$ cat src/rtl/keypad_pkg.sv
// Shared definitions for the 4x3 keypad scanner: FSM encodings, special key
// codes, matrix geometry and the key-decode / digit-buffer helper functions.
package keypad_pkg;

  localparam int NUM_ROWS = 4;
  localparam int NUM_COLS = 3;

  localparam logic [3:0] KEY_STAR = 4'hA;
  localparam logic [3:0] KEY_HASH = 4'hB;

  localparam logic [1:0] ST_SCAN     = 2'd0;
  localparam logic [1:0] ST_DEBOUNCE = 2'd1;
  localparam logic [1:0] ST_HELD     = 2'd2;

  typedef struct packed {
    logic [31:0] digits;
    logic [3:0]  count;
  } digit_state_t;

  // Bottom row is * 0 #; the upper three rows are 1..9 in reading order.
  function automatic logic [3:0] key_lookup(input logic [1:0] row, input logic [1:0] col);
    logic [3:0] code;
    code = 4'h0;
    if (row == 2'd3) begin
      case (col)
        2'd0:    code = KEY_STAR;
        2'd1:    code = 4'h0;
        default: code = KEY_HASH;
      endcase
    end else begin
      code = {2'b00, row} * 4'd3 + {2'b00, col} + 4'd1;
    end
    return code;
  endfunction

  function automatic logic [1:0] col_index(input logic [NUM_COLS-1:0] cols);
    logic [1:0] idx;
    idx = 2'd0;
    if (cols[1]) idx = 2'd1;
    if (cols[2]) idx = 2'd2;
    return idx;
  endfunction

  // Digits shift in at the low nibble, '*' drops the newest, '#' clears.
  function automatic digit_state_t apply_key(input digit_state_t cur, input logic [3:0] code);
    digit_state_t nxt;
    nxt = cur;
    if (code == KEY_HASH) begin
      nxt = '0;
    end else if (code == KEY_STAR) begin
      if (cur.count != 4'd0) begin
        nxt.digits = {4'h0, cur.digits[31:4]};
        nxt.count  = cur.count - 4'd1;
      end
    end else begin
      nxt.digits = {cur.digits[27:0], code};
      nxt.count  = (cur.count >= 4'd8) ? 4'd8 : cur.count + 4'd1;
    end
    return nxt;
  endfunction

endpackage

$ cat src/rtl/scan_tick_gen.sv
// Row-advance tick generator: one-cycle enable every clk_freq/scan_rate
// cycles (at least every cycle).
module scan_tick_gen #(
  parameter logic [27:0] clk_freq  = 28'd1000_0000,
  parameter logic [27:0] scan_rate = 28'd500_0000
) (
  input  logic clk,
  input  logic rst_n,
  output logic tick
);

  localparam logic [27:0] RAW    = (scan_rate == 28'd0) ? 28'd1 : clk_freq / scan_rate;
  localparam logic [27:0] PERIOD = (RAW == 28'd0) ? 28'd1 : RAW;
  localparam logic [27:0] LAST   = PERIOD - 28'd1;

  logic [27:0] cnt;

  assign tick = (cnt == LAST);

  // NOTE: clocked state always uses non-blocking assignments so every
  // register samples pre-edge values regardless of block ordering.
  always_ff @(posedge clk or negedge rst_n) begin
    if (!rst_n) begin
      cnt <= '0;
    end else if (tick) begin
      cnt <= '0;
    end else begin
      cnt <= cnt + 28'd1;
    end
  end

endmodule

$ cat src/rtl/keypad_scan_ctrl.sv
// 4x3 matrix keypad scanner with tick-based press/release debounce and an
// eight-digit entry buffer supporting backspace ('*') and clear ('#').
module keypad_scan_ctrl
  import keypad_pkg::*;
#(
  parameter logic [27:0] clk_freq  = 28'd1000_0000,
  parameter logic [27:0] scan_rate = 28'd500_0000,
  parameter int          deb_ticks = 2
) (
  input  logic        sys_clk_in,
  input  logic        reset,
  input  logic        E,
  input  logic        F,
  input  logic        G,
  output logic [3:0]  pin_control,
  output logic [3:0]  key_code,
  output logic        key_valid,
  output logic        key_held,
  output logic [31:0] digit_buf,
  output logic [3:0]  digit_cnt
);

  localparam logic [3:0] DEB = 4'(deb_ticks);

  logic                        tick;
  logic [1:0]                  state;
  logic [$clog2(NUM_ROWS)-1:0] row_idx;
  logic [NUM_COLS-1:0]         col_lat;
  logic [NUM_COLS-1:0]         cols;
  logic [3:0]                  deb_cnt;
  logic [3:0]                  rel_cnt;
  logic                        cols_onehot;
  logic                        confirm;
  logic [3:0]                  confirm_code;
  digit_state_t                digits_q;

  scan_tick_gen #(
    .clk_freq  (clk_freq),
    .scan_rate (scan_rate)
  ) u_tick (
    .clk   (sys_clk_in),
    .rst_n (reset),
    .tick  (tick)
  );

  // NOTE: every signal written here gets a default first, so no path
  // through the block can leave it unassigned and infer a latch.
  always_comb begin
    cols         = {G, F, E};
    cols_onehot  = (cols == 3'b001) || (cols == 3'b010) || (cols == 3'b100);
    confirm      = 1'b0;
    confirm_code = key_lookup(row_idx, col_index(col_lat));
    if (tick) begin
      if (state == ST_SCAN && cols_onehot && DEB <= 4'd1) begin
        confirm      = 1'b1;
        confirm_code = key_lookup(row_idx, col_index(cols));
      end else if (state == ST_DEBOUNCE && cols == col_lat && deb_cnt + 4'd1 >= DEB) begin
        confirm = 1'b1;
      end
    end
  end

  // Row stays frozen outside SCAN so the latched column keeps meaning.
  always_ff @(posedge sys_clk_in or negedge reset) begin
    if (!reset) begin
      state   <= ST_SCAN;
      row_idx <= '0;
      col_lat <= '0;
      deb_cnt <= '0;
      rel_cnt <= '0;
    end else if (tick) begin
      case (state)
        ST_SCAN: begin
          if (cols_onehot) begin
            col_lat <= cols;
            deb_cnt <= 4'd1;
            rel_cnt <= '0;
            state   <= (DEB <= 4'd1) ? ST_HELD : ST_DEBOUNCE;
          end else begin
            row_idx <= row_idx + 1'b1;
          end
        end
        ST_DEBOUNCE: begin
          if (cols == col_lat) begin
            deb_cnt <= deb_cnt + 4'd1;
            if (confirm) begin
              state   <= ST_HELD;
              rel_cnt <= '0;
            end
          end else begin
            deb_cnt <= '0;
            state   <= ST_SCAN;
            row_idx <= row_idx + 1'b1;
          end
        end
        ST_HELD: begin
          if (cols == 3'b000) begin
            if (rel_cnt + 4'd1 >= DEB) begin
              state   <= ST_SCAN;
              rel_cnt <= '0;
              deb_cnt <= '0;
            end else begin
              rel_cnt <= rel_cnt + 4'd1;
            end
          end else begin
            rel_cnt <= '0;
          end
        end
        default: state <= ST_SCAN;
      endcase
    end
  end

  always_ff @(posedge sys_clk_in or negedge reset) begin
    if (!reset) begin
      key_valid <= 1'b0;
      key_code  <= '0;
      digits_q  <= '0;
    end else begin
      key_valid <= confirm;
      if (confirm) begin
        key_code <= confirm_code;
        digits_q <= apply_key(digits_q, confirm_code);
      end
    end
  end

  assign pin_control = 4'b0001 << row_idx;
  assign key_held    = (state == ST_HELD);
  assign digit_buf   = digits_q.digits;
  assign digit_cnt   = digits_q.count;

endmodule

$ cat config.mk
export PLATFORM = sky130hd
export DESIGN_NAME = keypad_scan_ctrl
export DESIGN_NICKNAME = d
export VERILOG_FILES = /design/src/rtl/keypad_pkg.sv /design/src/rtl/scan_tick_gen.sv /design/src/rtl/keypad_scan_ctrl.sv
export SDC_FILE = /design/constraint.sdc
export NUM_CORES = 1
export LEC_CHECK = 0
export CAP_MARGIN = 20
export CORE_ASPECT_RATIO = 1.2
export CORE_MARGIN = 2
export CORE_UTILIZATION = 57
export DETAILED_ROUTE_END_ITERATION = 10
export PLACE_DENSITY = 0.81
export SETUP_SLACK_MARGIN = 0.3
export SYNTH_ARGS = -nofsm -noshare
export SYNTH_HDL_FRONTEND = slang
export SYNTH_SLANG_ARGS = --single-unit
$ cat constraint.sdc
create_clock -name sys_clk_in -period 4.2 [get_ports sys_clk_in]
set_clock_uncertainty 0.1 [all_clocks]
set_input_delay 0.84 -clock sys_clk_in [delete_from_list [all_inputs] [get_ports sys_clk_in]]
set_output_delay 0.84 -clock sys_clk_in [all_outputs]
set_load 0.02 [all_outputs]
==> impl.org, run 1 <==
** Logic synthesis
- In the post-synthesis netlist, the biggest area contributors are dfrtp_1 46%, ha_1 5.5%, mux2i_1 5.0%.
- Library cell with the largest summed area after synthesis :: dfrtp_1
- Number of enable flip-flop cells after synthesis :: 0
- Counting every net in the synthesized netlist gives 456.
- The number of different library cells used by synthesis comes to 55.
- Among all flip-flop cells after synthesis, the most frequent one is dfrtp_1.
- The top cell type by area accounts for 46.0% of the synthesized area.
- Syn Std Cell Area :: 4570 sq um
- Summing the sequential cell areas from Yosys gives 46.0% of the chip area.
- In the synthesized netlist the async set-or-reset flop fraction comes to 100%.
- Dividing the synthesized area by the synthesized cell count gives 10.7 sq um.
- Total of warnings raised by yosys :: 0
- Gate count after technology mapping :: 429
- Counting flops and latches in the post-synthesis netlist gives 84.

** Clocking
- After clock tree synthesis, the repair step resized 0 gates.
- TritonCTS built the clock tree.
- Maximum buffer depth of the clock tree :: 2
- Root cell of the clock tree :: clkbuf_8
- Depth of the CTS H-tree :: 3
- Buffers inserted to repair hold after CTS numbered 0.
- The clock net in this run drives a total of 84 sinks.
- TritonCTS created 9 clock buffers.
- Clock latency on the worst-skew pair :: 370 ps
- Clk slew on worst S/H paths :: 90 ps
- Number of setup buffers added after CTS :: 0

** Layout
- Total number of nets in the final design :: 506
- In the final layout, the multi-input gates occupy 2310 sq um.
- Area growth syn-to-layout :: 16.7%
- Fill cell count :: 604
- Share of final-layout standard cells stronger than drive strength 1 :: 10.1%
- Register Area :: 2100 sq um
- Post-route non-filler standard cell count :: 576
- Final antenna diode count :: 0
- The library cell used most frequently in the layout, excluding fill and tap cells, is dfrtp_1.
- In the layout the commonest cells are 84 x dfrtp_1, 49 x clkdlybuf4s50_1, 43 x o21ai_0, 25 x xnor2_1, 24 x o31ai_1.

** Detailed routing
- Drc violations :: 6
- Dividing the detail-routed via count by the number of cells gives 6.22.
- Antenna-violating nets left :: 0
- Detailed-route via count :: 3584
- The first TritonRoute pass finished after 10 iterations.
- Total Routed Length :: 10.1 mm
- Average detailed-routed wire length per instance :: 17.6 um
- Iteration-0 DRC Markers :: 238

** Setup path
- Startpoint of the most critical register-to-register path :: row_idx[0]
- Data arrives at the worst endpoint at 3820 ps.
- STA classifies the critical path endpoint as a register.
- Data on the critical path is required at its endpoint by 4350 ps.
- Depth of the worst register-to-register path :: 9
- Element type at the critical path start :: register
- The worst register-to-register path ends at digit_buf[0].
- The critical path is of the register to register type.
- Of all nets on the critical path, the largest fanout is 36.
- R2R setup slack :: 530 ps

** Timing
- For the pin with the worst max-slew slack, the measured transition is 868 ps.
- Setup violations remaining at the end of the flow were counted as 0.
- Fin crit share :: 87.4%
- The max-slew violation count is 0.
- Setup slack after layout :: 527 ps
- Setup repair after global routing left no endpoint under its margin.
- After routing, the total negative slack on setup checks comes to 0 ps.
- Minimum clock period after layout :: 3670 ps
- Hold Vio Cnt, Final :: 0
- Max-Slew Margin vs Limit :: 41.9%
- Peak Freq :: 272 MHz

** Power
- Power dissipated by switching net loads :: 1.81 mW
- Part of the power in combinational logic :: 56.6%
- Internal Pwr Total :: 2.04 mW
- Switching Share :: 47.0%
- Worst IR Drop VDD :: 0.000439 V
- The share of total power dissipated in the clock network is 13.7%.
- Pwr dens :: 721 nW/um^2
- Leakage power :: 2.40 nW
- Portion of total power attributed to sequential cells :: 29.7%

** Job
- Across the run, the number of max-cap violations was 0.

** Floorplan
- Core region area :: 7750 sq um
- The die is 85.7 um wide.
- The die is 102 um tall.
- The initial utilization of the core area, before any placement, comes to 59.0%.
- The die covers 8750 sq um.
- I/O pin count :: 51
- Placement Rows :: 35

** GRT
- Global routing consumed, on the met2 layer, 40.7% of the routing resources.
- Global route overflow :: 0
- Global routing's busiest layer :: met2
- Across every metal layer, demand over resource in global routing totals 24.7%.
- The number of global-route vias before repair came to 3558.
- Number of antenna violations at the first check in global routing :: 0
- First-pass GRT wire length :: 17.1 mm
- Global routing used 32.2% of the available met1 tracks.
- Entering global routing, the biggest net connects 85 pins.
- Met3 Usage GRT :: 4.28%

** Placement
- Number of cells after detailed placement :: 559
- Once detailed placement completed, the half-perimeter wirelength came to 6.91 mm.
- Placer's final routability congestion estimate :: 0.828
- Post-Place Worst Slack :: 508 ps
- Quantity of I/O buffers inserted on ports :: 50

** Worst hold path
- The min-delay analysis places its worst path in the category primary input to asynchronous set/reset pin.

** Status
- Run status :: finished with violations
- The final reports fail on DRC.
[sequential cells by signal, indices dropped and copies added (netlist names)]
signal      flops
col_lat         3
deb_cnt         4
digit_buf      32
digit_cnt       4
key_code        4
key_valid       1
rel_cnt         4
row_idx         2
state           2
u_tick.cnt     28
[routing by layer]
metal  share of wire [%]  up-vias
met3                 5.0       19
met2                  51      118
met4                 2.0        0
met5                   0        -
li1                    -     1680
met1                  43     1767
[critical path, cell delays in order, from the launching register on]
cell and delay, ps:
dfrtp_1 410, inv_1 130, fa_1 560, inv_1 70, fa_1 550, nor2b_1 180, a22o_1 280, nand3_2 140
o21ai_4 710, mux2_2 420
[synthesized netlist by cell type (3+ instances only)]
cell      count
ha_1         20
mux2i_1      23
dfrtp_1      84
clkbuf_1      9
and4_1        3
nor4_1        9
nand4_1       6
nand3_1      18
o31ai_1      24
and2_1        3
xnor2_1      25
nand2_1      21
nor2_1       19
inv_1        17
nand2b_1      4
buf_6         4
a21oi_1       6
nor3_1        7
and3_1        8
o21ai_0      43
o41ai_1       5
xor2_1       10
mux2_2       14
buf_2         3
[how the worst max path moves through the flow]
stage	from	to	slack [ps]
after floorplan	row_idx[0]	digit_buf[16]	970
after global routing	row_idx[0]	digit_buf[0]	300
after detailed placement	row_idx[0]	digit_buf[0]	510
after CTS	row_idx[0]	digit_buf[0]	490
after global placement	row_idx[0]	digit_buf[0]	650
final	row_idx[0]	digit_buf[0]	530
[power by group through the flow]
stage	clock network, mW	registers, mW	logic (mW)
detailed placement	0	1.15	2.16
global placement	0	1.14	2.08
finish	0.528	1.14	2.18
global route	0.573	1.16	2.37
CTS	0.537	1.14	2.17
floorplan	0	1.23	1.38
[kinds of logic after synthesis]
kind of cell	Yosys count	share of synthesized area, %
buffers and inverters	34	3.80
flip-flops	84	46.0
AO/OA/AOI/OAI	105	15.2
multiplexers	37	8.49
XOR/XNOR	35	6.71
AND/OR/NAND/NOR	112	13.4
adder cells (fa/ha/maj)	22	6.35
[area by class of cell]
cell class / count / area share [%]
inverters: 18 / 1.50
well taps: 92 / 2.16
repair buffers: 55 / 10.4
clock inverters: 6 / 0.915
clock buffers: 10 / 2.39
multi-input cells: 311 / 43.2
flip-flops and latches: 84 / 39.4
[metrics by stage]
| step | util (%) | total power [mW] | hold slack (ps) | area, sq um |
|---|---|---|---|---|
| after floorplan | - | 2.61 | 347 | 4570 |
| after global placement | 66.2 | 3.22 | 371 | 5130 |
| after detailed placement | 66.2 | 3.31 | 376 | 5130 |
| after global routing | 68.8 | 4.10 | 185 | 5340 |
| final | 68.8 | 3.85 | 187 | 5340 |
| after CTS | 68.5 | 3.85 | 393 | 5310 |
Power figures use the tool's default switching activity.
==> run 2: changes to the inputs <==
- CORE_ASPECT_RATIO: 1.2 -> 1.1
- GPL_TIMING_DRIVEN: unset -> 0
==> run 2 against run 1 <==
- the run now ends clean
- power grew 2.5%
- register-to-register slack gained 100 ps
- die area is essentially flat
- sequential cell count is the same
- core utilization grew 0.82 points
- first-iteration DRC count shrank 4.6%
- critical path depth grew 1
- sequential power is essentially flat
- non-clock buffer count grew 13
- fmax grew 2.9%
- design area grew 2.2%
- global-route usage shrank 0.12 points
- critical path type unchanged
- critical endpoint is now digit_buf[11]
==> impl.org, run 2 (synthesis results as in run 1) <==
** Timing
- The achievable clock frequency came to 280 MHz (+2.9%).
- The slack of the critical path came to 630 ps (+103 ps).
- Hold Vio Cnt, Final :: 0 (unchanged)
- The transition time at the pin with the least slew margin came to 880 ps (+12.0 ps).
- Number of pins exceeding their max-slew limit in the final report :: 0 (unchanged)
- The minimum clock period after layout came to 3570 ps (-103 ps).
- Final setup violating endpoints :: 0 (unchanged)
- Fin crit share :: 85.0% (-2.4 points)
- Max-Slew Margin vs Limit :: 41.3% (-0.58 points)
- Setup repair after global routing left no endpoint under its margin.

** Setup path
- Depth of the worst register-to-register path :: 10 (+1)
- The maximum fanout count along the critical path came to 10 (-72%).
- Critical path capture point type :: register
- The endpoint arrival time on the critical path was 3740 ps (-80 ps).
- The required arrival time at the worst endpoint was 4370 ps (+20 ps).
- R2R setup slack :: 630 ps (+100 ps)
- STA classifies the critical path startpoint as a register.
- The endpoint identified for the worst register-to-register timing path is digit_buf[11].
- The worst register-to-register path begins at row_idx[0].
- The worst setup path is of the register to register kind.

** Clocking
- The maximum count of clock buffers along a single path is 2 (unchanged).
- In this run the clock root is driven by a clkbuf_8.
- TritonCTS built the clock tree.
- The clock latency on the worst-skew pair came to 370 ps (about the same).
- Number of setup buffers added after CTS :: 0 (unchanged)
- The count of clock tree sinks came to 84 (unchanged).
- Depth of the CTS H-tree :: 3 (unchanged)
- The number of hold buffers added after CTS came to 0 (unchanged).
- The number of CTS-inserted buffers is 9 (unchanged).
- The clock transition at the registers of the reported paths came to 100 ps (about the same).

** Power
- Clock share of power :: 13.8% (about the same)
- Worst IR Drop VDD :: 0.000338 V (-23%)
- The overall power came to 3.94 mW (+2.5%).
- The total power per unit cell area is 724 nW/um^2 (+0.34%).
- The leakage dissipation is 2.45 nW (+2.1%).
- The internal power contribution was 2.10 mW (+3.0%).
- Power dissipated by switching net loads :: 1.84 mW (+2.0%)
- The net switching share of the total power is 46.7% (-0.23 points).
- Part of the power in combinational logic :: 57.3% (+0.7 points)
- The sequential fraction of design power is 28.9% (-0.8 points).

** Floorplan
- The starting density of the core came to 58.4% (-0.57 points).
- The area of the placeable core was 7830 sq um (+0.98%).
- The die outline area was 8750 sq um (about the same).
- The number of primary I/O pins came to 51 (unchanged).
- The count of standard-cell rows was 34 (-2.9%).
- DIE WIDTH :: 89.4 um (+4.2%)
- The overall die height came to 97.9 um (-4.1%).

** Layout
- The fraction of final layout cells with drive strength greater than 1 came to 10.9% (+0.74 points).
- Post-layout utilization of the core :: 69.6% (+0.82 points)
- The number of flip-flops under the largest register name came to 32 (unchanged).
- Fill cell count :: 594 (-1.7%)
- Final antenna diode count :: 0 (unchanged)
- Register Area :: 2100 sq um (unchanged)
- Most common cell after layout, fill and taps aside :: dfrtp_1
- The top cell types in the final layout, fill and taps aside, are 84 x dfrtp_1, 49 x clkdlybuf4s50_1, 43 x o21ai_0, 25 x xnor2_1, 24 x o31ai_1.
- From synthesis to final layout, the design area changed by 19.3%.
- Multi-input logic area :: 2320 sq um (+0.65%)
- The number of nets in the finished design was 519 (+2.6%).

** Detailed routing
- The total wire length after detailed routing is 10.2 mm (about the same).
- The post-detailed-route wirelength per cell came to 16.8 um (-4.7%).
- Detailed-route vias per instance :: 6.03 (-3.1%)
- Antenna-violating nets left :: 0 (unchanged)
- The count of vias placed by the detailed router was 3649 (+1.8%).
- The first-iteration detailed-routing DRC count came to 227 (-4.6%).
- The remaining routing DRC violations is 0 (-6).
- Iteration count of the initial detailed-routing pass :: 5 (-5)

** Job
- The number of maximum-capacitance violations was 0 (unchanged).

** GRT
- Largest net degree at the start of global routing :: 68 (-20%)
- GRT Total Usage :: 24.5% (-0.12 points)
- The first-pass GRT wire length was 17.1 mm (-0.33%).
- The number of global-route vias before repair came to 3561 (+0.084%).
- The initial antenna violation count came to 0 (unchanged).
- The overall overflow remaining after global route was 0 (unchanged).

** Worst hold path
- The worst hold path belongs to the class primary input to asynchronous set/reset pin.

** Status
- Run status :: finished clean

** Placement
- Quantity of I/O buffers inserted on ports :: 50 (unchanged)
- The pre-CTS worst setup slack is 229 ps (-278 ps).
- The final estimated routing congestion in global placement is 0.869 (+5.0%).
- The half-perimeter wire length after placement is 7.39 mm (+7.0%).
-- run 2: cell types whose count changed in the layout (fill, tap and decap cells not counted) --
cell,delta
nor4_2,-1
buf_6,+4
nor4_4,+1
clkbuf_2,+2
buf_4,-4
clkbuf_8,+2
buf_2,+3
nor3_4,+1
clkinvlp_4,-1
nor3_2,-1
inv_6,-1
clkbuf_1,+8
-- run 2: power by group through the flow --
stage | Clock (mW) | Sequential, mW | Combinational, mW
6_report | 0.544 | 1.14 | 2.26
5_1_grt | 0.595 | 1.16 | 2.47
4_1_cts | 0.558 | 1.14 | 2.19
3_5_place_dp | 0 | 1.15 | 2.17
3_3_place_gp | 0 | 1.14 | 2.09
2_1_floorplan | 0 | 1.23 | 1.38
-- run 2: final cells by class --
| cell class | count | area share (%) |
|---|---|---|
| inverter | 18 | 1.47 |
| tap | 108 | 2.48 |
| buffer | 16 | 1.74 |
| sequential | 84 | 38.6 |
| multi-input combinational | 311 | 42.6 |
| timing repair buffer | 52 | 9.73 |
| clock inverter | 4 | 0.597 |
| clock buffer | 12 | 2.85 |
-- run 2: how the worst max path moves through the flow --
stage	slack, ps	start	cells past startpoint	end
global route	340	row_idx[1]	10	digit_buf[25]
detailed placement	230	row_idx[0]	10	digit_buf[8]
finish	630	row_idx[0]	10	digit_buf[11]
floorplan	970	row_idx[0]	9	digit_buf[16]
CTS	320	row_idx[0]	9	digit_cnt[3]
global placement	-700	reset	1	rel_cnt[2]
-- run 2: stage by stage --
step,TNS [ps],hold slack (ps),cells,instance area (sq um)
after floorplan,0,347,429,4570
after global placement,-58100,367,587,5210
after detailed placement,0,369,588,5230
after CTS,0,229,604,5430
after global routing,0,245,605,5450
final,0,226,605,5450
-- run 2: per-layer routing --
metal / vias to the layer above / global-route usage (%) / part of all wire, %
li1: 1707 / - / -
met1: 1802 / 32.5 / 42
met2: 122 / 39.7 / 51
met3: 18 / 4.73 / 5.2
met4: 0 / 9.30 / 2.1
met5: - / 0 / 0
-- run 2: critical path: stages (launching register included) --
cell and delay (ps):
dfrtp_1 410, inv_1 130, fa_1 560, inv_1 70, fa_1 440, xnor2_1 280, a22oi_1 320, nor4_4 560
clkbuf_1 370, o21ai_0 160, o31ai_1 100
-- run 2: what timing repair did --
| item | CTS | global route |
|---|---|---|
| gates cloned | 0 | 0 |
| pin swaps | 0 | 0 |
| gates resized for setup | 1 | 5 |
| endpoints found under the setup margin | 17 | 31 |
==> run 3: changes to the inputs <==
- clock period: 4.2 -> 3.6 ns (I/O delays scaled with it)
==> run 3 against run 2 <==
- clock power grew 17%
- sequential share of layout area shrank 1.0 points
- design area grew 2.8%
- register-to-register slack lost 160 ps
- critical endpoint is now digit_buf[0]
- critical path depth shrank 1
- core utilization grew 2.0 points
- first-iteration DRC count shrank 1.3%
- die area is the same
- routed wire length grew 3.9%
- clock-buffer cell count is the same
- worst hold slack lost 120 ps
- power grew 29%
==> impl.org, run 3 (synthesis results as in run 1) <==
** Layout
- The library cell used most frequently in the layout, excluding fill and tap cells, is dfrtp_1.
- The antenna diode instance count came to 0 (unchanged).
- Post-route non-filler standard cell count :: 616 (+1.8%)
- Area growth syn-to-layout :: 22.6%
- Post-layout utilization of the core :: 71.6% (+2.0 points)
- The number of flip-flops under the largest register name came to 32 (unchanged).
- Commonest cells after routing, fill and taps aside :: 82 x dfrtp_1, 49 x clkdlybuf4s50_1, 43 x o21ai_0, 24 x xnor2_1, 24 x o31ai_1
- The fraction of final layout cells with drive strength greater than 1 was 15.0% (+4.1 points).
- The number of nets in the finished design came to 530 (+2.1%).

** Setup path
- Maximum net fanout on the critical path :: 6 (-4)
- Critical path capture point type :: register
- Arrival time of data at the critical path endpoint :: 3280 ps (-460 ps)
- Element type at the critical path start :: register
- The worst setup path is of the register to register kind.
- WP data required :: 3750 ps (-620 ps)

** Detailed routing
- Average detailed-routed wire length per instance :: 17.1 um (+2.0%)
- Iteration-0 DRC Markers :: 224 (-1.3%)
- Iteration count of the initial detailed-routing pass :: 6 (+1)
- The remaining routing DRC violations came to 0 (unchanged).
- The count of antenna-violating nets left after detailed routing was 0 (unchanged).
- The count of vias placed by the detailed router was 3727 (+2.1%).
- The total wire length after detailed routing came to 10.5 mm (+3.9%).
- The routed via count divided by cell count came to 6.05 (+0.31%).

** Clocking
- The clock latency on the worst-skew pair was 360 ps (about the same).
- Root cell of the clock tree :: clkbuf_8
- Clock net sink count :: 84 (unchanged)
- The clock transition at the registers of the reported paths is 100 ps (about the same).
- The number of hold buffers added after CTS is 0 (unchanged).
- Depth of the CTS H-tree :: 3 (unchanged)
- Clock buffer count from CTS :: 9 (unchanged)
- Clock tree from TritonCTS :: done
- The maximum count of clock buffers along a single path was 2 (unchanged).

** Timing
- Setup repair after global routing missed its margin :: no
- The minimum clock period after layout is 3130 ps (-438 ps).
- Setup TNS :: 0 ps (unchanged)
- Peak Freq :: 319 MHz (+14%)
- The slack of the critical path came to 468 ps (-162 ps).
- Hold Vio Cnt, Final :: 0 (unchanged)
- Transition time at the pin with the least slew margin :: 930 ps (+49.3 ps)
- Fin crit share :: 87.0% (+2.0 points)
- The number of setup violations in the final report came to 0 (unchanged).
- The relative max-transition margin is 36.3% (-5.1 points).
- The max-slew violation count is 0 (unchanged).

** Floorplan
- The x dimension of the die came to 89.4 um (unchanged).
- Effective utilization at floorplan :: 58.4% (unchanged)
- Die area :: 8750 sq um (unchanged)
- I/O pin count :: 51 (unchanged)
- Core region area :: 7830 sq um (unchanged)
- Placement Rows :: 34 (unchanged)
- The overall die height was 97.9 um (unchanged).

** Power
- Clock share of power :: 12.6% (-1.2 points)
- Internal Pwr Total :: 2.73 mW (+30%)
- Power dissipated by switching net loads :: 2.35 mW (+28%)
- The sequential fraction of design power is 26.2% (-2.7 points).
- The maximum VDD drop came to 0.000472 V (+40%).
- Pwr dens :: 908 nW/um^2 (+25%)
- Part of the power in combinational logic :: 61.2% (+3.9 points)
- Leakage power :: 2.53 nW (+3.3%)
- Switching Share :: 46.3% (-0.48 points)

** GRT
- GRT Total Usage :: 24.9% (+0.34 points)
- The largest net degree at the start of global routing came to 68 (unchanged).
- The overall overflow remaining after global route came to 0 (unchanged).
- Number of antenna violations at the first check in global routing :: 0 (unchanged)
- The number of global-route vias before repair was 3610 (+1.4%).
- First-pass GRT wire length :: 17.2 mm (+1.1%)

** Status
- Run status :: finished clean

** Worst hold path
- Worst min-delay path category :: primary input to asynchronous set/reset pin

** Placement
- The number of buffers added on ports is 50 (unchanged).
- The half-perimeter wire length after placement came to 7.39 mm (unchanged).
- The count of placed standard cells including taps was 588 (unchanged).
- The pre-CTS worst setup slack came to -371 ps (-600 ps).
- The final estimated routing congestion in global placement is 0.869 (unchanged).

** Job
- Max Cap Violations :: 0 (unchanged)
## run 3: cell types whose count changed in the layout (fill, tap and decap cells not counted), sizes merged
cell | before | now
clkbuf | 22 | 21
nor3 | 8 | 9
buf | 9 | 20
## run 3: worst paths after layout
kind | startpoint | endpoint | cells after the start | slack, ps
worst min-delay path | reset | digit_buf[10] | 1 | 110
worst max-delay path | row_idx[0] | digit_buf[0] | 9 | 470
max in group asynchronous | reset | col_lat[0] | 2 | 2670
worst max register to register | row_idx[0] | digit_buf[0] | 9 | 470
min in group sys_clk_in | key_code[3] | key_code[3] | 2 | 380
worst min register to register | key_code[3] | key_code[3] | 2 | 380
## run 3: critical path, cell delays in order (launching register included)
cell     delay (ps)
dfrtp_1         370
inv_1           110
fa_1            560
inv_1            70
fa_1            580
nor2b_2         220
a22o_4          170
nand3_4         140
o21ai_4         330
mux2_2          370
## run 3: power groups by stage
stage / combinational (mW) / clock, mW / sequential, mW
6_report: 3.12 / 0.639 / 1.33
5_1_grt: 3.34 / 0.698 / 1.36
4_1_cts: 2.71 / 0.651 / 1.33
3_5_place_dp: 2.53 / 0 / 1.34
3_3_place_gp: 2.44 / 0 / 1.33
2_1_floorplan: 1.61 / 0 / 1.44
## run 3: per-layer routing
| layer | up-vias | wire length [um] | GRT usage [%] |
|---|---|---|---|
| li1 | 1738 | - | - |
| met1 | 1825 | 4420 | 32.5 |
| met2 | 138 | 5300 | 39.9 |
| met3 | 26 | 532 | 5.16 |
| met4 | 0 | 291 | 10.3 |
| met5 | - | 0 | 0 |
## run 3: area by class of cell
cell class | count | area [sq um]
plain buffers | 16 | 118
clock buffers | 12 | 155
clock inverters | 4 | 32.5
fillers | 568 | 2220
inverters | 18 | 80.1
multi-input cells | 312 | 2370
flip-flops and latches | 84 | 2100
well taps | 108 | 135
repair buffers | 62 | 606
## run 3: timing repair
item / 4_1_cts / 5_1_grt
pin swaps: 2 / 7
cloned: 0 / 1
endpoints found under the setup margin: 36 / 36
gates resized for setup: 13 / 22
buffers inserted: 2 / 8
## run 3: per-stage QoR
step	area [sq um]	hold slack [ps]	power, mW
4_1_cts	5490	109	4.69
6_report	5600	109	5.09
3_3_place_gp	5210	367	3.77
3_5_place_dp	5230	369	3.87
5_1_grt	5600	124	5.39
2_1_floorplan	4570	324	3.05
